### src/rtl/adc_spi_responder.sv
// rtl/adc_spi_responder.sv - oversampled SPI responder emulating an 8-channel 12-bit serial ADC
module adc_spi_responder #(
  parameter int NUM_CH = 8,
  parameter int DATA_W = 12
) (
  input  logic                     i_clk_50,
  input  logic                     i_reset,
  input  logic [NUM_CH*DATA_W-1:0] i_ch_data,
  input  logic                     i_spi_sclk,
  input  logic                     i_spi_cs_n,
  input  logic                     i_spi_din,
  output logic                     o_spi_dout,
  output logic                     o_spi_dout_oe,
  output logic [2:0]               o_cur_channel,
  output logic                     o_frame_done
);

  typedef enum logic {S_IDLE, S_ACTIVE} state_t;

  state_t            r_state;
  logic [2:0]        r_sclk_sync;
  logic [2:0]        r_cs_sync;
  logic [1:0]        r_din_sync;
  logic [2:0]        r_addr;
  logic [2:0]        r_cap;
  logic [3:0]        r_bit_cnt;
  logic [15:0]       r_shift;
  logic              r_reload;
  logic              r_rose;
  logic              r_done;

  logic              w_sclk_rise;
  logic              w_sclk_fall;
  logic              w_cs_rise;
  logic              w_cs_fall;
  logic [DATA_W-1:0] w_sel_data;
  logic [15:0]       w_frame;

  // Sync chains keep sampling through reset so a reset never fakes an edge.
  always_ff @(posedge i_clk_50) begin
    r_sclk_sync <= {r_sclk_sync[1:0], i_spi_sclk};
    r_cs_sync   <= {r_cs_sync[1:0], i_spi_cs_n};
    r_din_sync  <= {r_din_sync[0], i_spi_din};
  end

  assign w_sclk_rise = r_sclk_sync[1] & ~r_sclk_sync[2];
  assign w_sclk_fall = ~r_sclk_sync[1] & r_sclk_sync[2];
  assign w_cs_rise   = r_cs_sync[1] & ~r_cs_sync[2];
  assign w_cs_fall   = ~r_cs_sync[1] & r_cs_sync[2];

  assign w_sel_data  = i_ch_data[int'(r_addr)*DATA_W +: DATA_W];
  assign w_frame     = {{(16-DATA_W){1'b0}}, w_sel_data};

  always_ff @(posedge i_clk_50) begin
    if (i_reset) begin
      r_state       <= S_IDLE;
      r_addr        <= 3'd0;
      r_cap         <= 3'd0;
      r_bit_cnt     <= 4'd0;
      r_shift       <= 16'd0;
      r_reload      <= 1'b0;
      r_rose        <= 1'b0;
      r_done        <= 1'b0;
      o_spi_dout    <= 1'b0;
      o_spi_dout_oe <= 1'b0;
      o_cur_channel <= 3'd0;
      o_frame_done  <= 1'b0;
    end else begin
      r_done <= 1'b0;
      case (r_state)
        S_IDLE: begin
          if (w_cs_fall) begin
            r_state   <= S_ACTIVE;
            r_bit_cnt <= 4'd0;
            r_reload  <= 1'b0;
            r_rose    <= 1'b0;
            r_shift   <= w_frame;
          end
        end
        S_ACTIVE: begin
          // A chip-select edge takes priority over any SCLK edge in the same cycle.
          if (w_cs_rise) begin
            r_state   <= S_IDLE;
            r_bit_cnt <= 4'd0;
            r_reload  <= 1'b0;
            r_rose    <= 1'b0;
          end else if (w_sclk_rise) begin
            r_rose <= 1'b1;
            if (r_bit_cnt >= 4'd2 && r_bit_cnt <= 4'd4) begin
              r_cap <= {r_cap[1:0], r_din_sync[1]};
            end
            if (r_bit_cnt == 4'd15) begin
              r_addr    <= r_cap;
              r_done    <= 1'b1;
              r_bit_cnt <= 4'd0;
              r_reload  <= 1'b1;
            end else begin
              r_bit_cnt <= r_bit_cnt + 4'd1;
            end
          end else if (w_sclk_fall && r_rose) begin
            if (r_reload) begin
              r_shift  <= w_frame;
              r_reload <= 1'b0;
            end else begin
              r_shift <= {r_shift[14:0], 1'b0};
            end
          end
        end
        default: r_state <= S_IDLE;
      endcase
      // Output stage adds one cycle after the state update.
      o_spi_dout_oe <= (r_state == S_ACTIVE);
      o_spi_dout    <= (r_state == S_ACTIVE) && r_shift[15];
      o_cur_channel <= r_addr;
      o_frame_done  <= r_done;
    end
  end

endmodule

### config.mk
export PLATFORM = sky130hd
export DESIGN_NAME = adc_spi_responder
export DESIGN_NICKNAME = d
export VERILOG_FILES = /design/src/rtl/adc_spi_responder.sv
export SDC_FILE = /design/constraint.sdc
export NUM_CORES = 1
export LEC_CHECK = 0
export ABC_AREA = 1
export CORE_ASPECT_RATIO = 1.1
export CORE_MARGIN = 3
export CORE_UTILIZATION = 43
export CTS_CLUSTER_DIAMETER = 60
export DETAILED_ROUTE_END_ITERATION = 6
export PLACE_DENSITY = 0.8
export SYNTH_ARGS = -nofsm -noshare
export SYNTH_HDL_FRONTEND = slang
export SYNTH_SLANG_ARGS = --single-unit
### constraint.sdc
create_clock -name i_clk_50 -period 1.7 [get_ports i_clk_50]
set_input_delay 0.17 -clock i_clk_50 [delete_from_list [all_inputs] [get_ports i_clk_50]]
set_output_delay 0.17 -clock i_clk_50 [all_outputs]
set_load 0.01 [all_outputs]
==> results.md <==
* Status: complete, no violations
* CP Buf/Inv Count at 2
* CP max stage cell: dfxtp_1
* Post-DP Area at 0.00370 mm2
* Synth top area share at 33.8%
* Fill cell count at 541
* Nets at 626
* Final Cell Area at 0.00378 mm2
* Count of final max-slew check failures at 0
* Post-synthesis xor/xnor area fraction at 0.337%
* Syn Nets at 530
* Die Span Y at 87.6 um
* Critical path cell sequence: inv_2, buf_4, nand2_1, nand3_1, nand3_1, nand2_1, nand2_1, a21oi_1
* Largest net degree at the start of global routing at 33
* CTS resizes at 0
* Crit end category: flip-flop
* GRT busiest layer: met2
* Total grt overflow at 0
* Synth Area in Compound Gates at 8.89%
* Fin worst setup slack at 0.327 ns
* Starting Density at 44.8%
* Final WL at 8210 um
* Number of synthesized flops with an enable pin at 0
* IO Pins at 107
* Met3 global-route usage at 3.91%
* Post-CTS Repair Setup Buffers at 0
* Synth top cells by count: nand2_1 (166), nand3_1 (75), dfxtp_1 (44), a21oi_1 (31), inv_1 (28)
* Pre-CTS WS at 0.327 ns
* YS warnings at 0
* Share of synthesized cell area in and, or, nand and nor gates at 45.4%
* Die area at 0.00702 mm2
* Worst Clk Skew at 0.00580 ns
* FMAX at 0.728 GHz
* Top cells by area, synth: dfxtp_1 (34%), nand2_1 (24%), nand3_1 (14%)
* GRT met2 Usage at 44.2%
* Via/cell ratio at 5.03
* M1 GR Usage at 28.0%
* Hold Crit Class: input port to flip-flop
* Largest family of logic cells by synthesized area: simple AND/OR/NAND/NOR gates
* Standard-cell row count at 29
* Layout cells sized above 1 at 6.50%
* Slew @ Worst Pin at 0.440 ns
* IO buf count at 106
* Root Buffer: clkbuf_8
* # Max-Cap Violations at 0
* Dpl hpwl at 6240 um
* Bufs on Longest Clock Path at 2
* RSZ-0062 raised after global routing: false
* Adder-cell share of the synthesized area at 0.962%
* Dominant cell by count in the synthesized netlist: nand2_1
* Asr flop ratio synth at 0%
* RePlAce Congestion at 0.833
* Main synth FF type: dfxtp_1
* Vias at 3017
* CTS tree: done
* Final hold vios at 0
* Most used cell, CP: nand2_1
* Final period demand of the worst path at 1.37 ns
* Initial antenna violation count at 0
* Hold buffers post-CTS at 0
* Syn Area/Cell at 6.09 um2
* Rel. slew slack at 70.6%
* Number of global-route vias before repair at 2894
* Clk slew on worst S/H paths at 0.08 ns
* Number of DRC markers in iteration 0 at 165
* CP Class: flip-flop to flip-flop
* Maximum vdd drop at 0.684 mV
* Post-Syn Area at 0.00260 mm2
* Die X-Extent at 80.2 um
* CTS sink cnt at 44
* CP Launch Type: flip-flop
* Mapped Cells at 427
* Clock latency on the worst-skew pair at 0.29 ns
* Largest incremental delay on the critical path at 0.34 ns
* Post-synthesis register bit count at 44
* Register area share after synthesis at 33.8%
* Max Fanout on Critical Path at 16
* WL/cell at 13.7 um
* Period utilisation layout at 80.8%
* WP data required at 1.93 ns
* Overall power at 2210 uW
* Synthesis-to-layout area growth at 45.3%
* P_leak at 0.00169 uW
* CP arrival at 1.60 ns
* GRT Overall Usage at 24.1%
* H-Tree Depth at 2
* Count of unique library cells instantiated by Yosys at 26
* Final setup violation count at 0
* CTS buffer count at 5
* Core Area at 0.00581 mm2
* First-pass GRT wire length at 13500 um
* First-pass iteration count of the detailed router at 4
* # diodes at 0
* Cell family with most CP delay: buffers and inverters
* Leading area contributor after synthesis: dfxtp_1
* Multiplexer area fraction after synthesis at 0%
* Post-route ant nets at 0
* Setup Total Neg Slack at 0 ns
* Pwr dens at 584 mW/mm2
* Detailed-route DRC error count at 0
==> worst paths after layout <==
kind | start | end | slack (ns) | cells past startpoint
hold / removal | i_spi_sclk | r_sclk_sync[0]$_DFF_P_ | 0.32 | 1
hold reg to reg | r_sclk_sync[0]$_DFF_P_ | r_sclk_sync[1]$_DFF_P_ | 0.33 | 0
setup / recovery | r_addr[0]$_SDFFE_PP0P_ | r_shift[5]$_SDFFE_PP0P_ | 0.33 | 8
setup reg to reg | r_addr[0]$_SDFFE_PP0P_ | r_shift[5]$_SDFFE_PP0P_ | 0.33 | 8
==> per-stage QoR <==
stage,util (%),hold slack [ns],std cells
floorplan,-,0.198,427
CTS,65.1,0.312,600
finish,65.1,0.316,600
global route,65.1,0.307,600
detailed placement,63.7,0.312,593
global placement,63.7,0.310,593
==> cell type report <==
type / instances / area [um2] / share of cell area [%]
repair buffers: 114 / 1130 / 30.0
well taps: 77 / 96.3 / 2.55
multi-input cells: 320 / 1450 / 38.3
clock buffers: 5 / 68.8 / 1.82
clock inverters: 2 / 12.5 / 0.331
flip-flops and latches: 44 / 881 / 23.3
inverters: 38 / 143 / 3.77
==> placed cells by master, fill, tap and decap left out <==
master             n
o21ai_0            1
nand3_4            1
buf_12             1
buf_4              7
dfxtp_1           44
o21ai_4            1
nor2_2             3
o21ai_1            4
nand3_1           75
nand2_1          166
clkinv_2           1
clkbuf_8           5
xor2_1             1
ha_1               2
nor2_1            21
a22oi_1            1
nor2_4             1
nor3_1             4
inv_2              9
o21ai_2            1
clkinvlp_4         1
a21oi_1           31
o22ai_1            3
clkdlybuf4s50_1  106
or2_0              1
nor3_2             3
clkinv_1           1
inv_1             28
==> registers in the layout, indices dropped and copies added, names as in the netlist <==
name / flops
r_shift: 16
r_bit_cnt: 4
o_cur_channel: 3
r_addr: 3
r_cap: 3
r_cs_sync: 3
r_sclk_sync: 3
r_din_sync: 2
o_frame_done: 1
o_spi_dout: 1
o_spi_dout_oe: 1
r_done: 1
r_reload: 1
r_rose: 1
r_state: 1
==> worst register-to-register path: stages (launching register included) <==
cell and delay, ns:
dfxtp_1 0.34, inv_2 0.24, buf_4 0.26, nand2_1 0.07
nand3_1 0.06, nand3_1 0.07, nand2_1 0.09, nand2_1 0.06
a21oi_1 0.12
==> routing by layer <==
layer | wire length [um] | vias to the layer above
met5 | 0 | -
met4 | 286 | 0
met3 | 339 | 20
met2 | 4230 | 80
met1 | 3350 | 1369
li1 | - | 1548
==> cell families (layout without fill, tap and decap cells) <==
kind of cell	Yosys count	count (layout)
AOI/OAI and AO/OA	42	42
adders and majority gates	2	2
buffers and inverters	63	159
and+or+nand+nor	275	275
DFF	44	44
xor gates and xnor gates	1	1
==> power by group <==
part	switching [uW]	total (uW)	internal, uW
clock network	345	623	278
logic	191	481	290
registers	26.2	1110	1080
(Power assumes the default switching activity.)
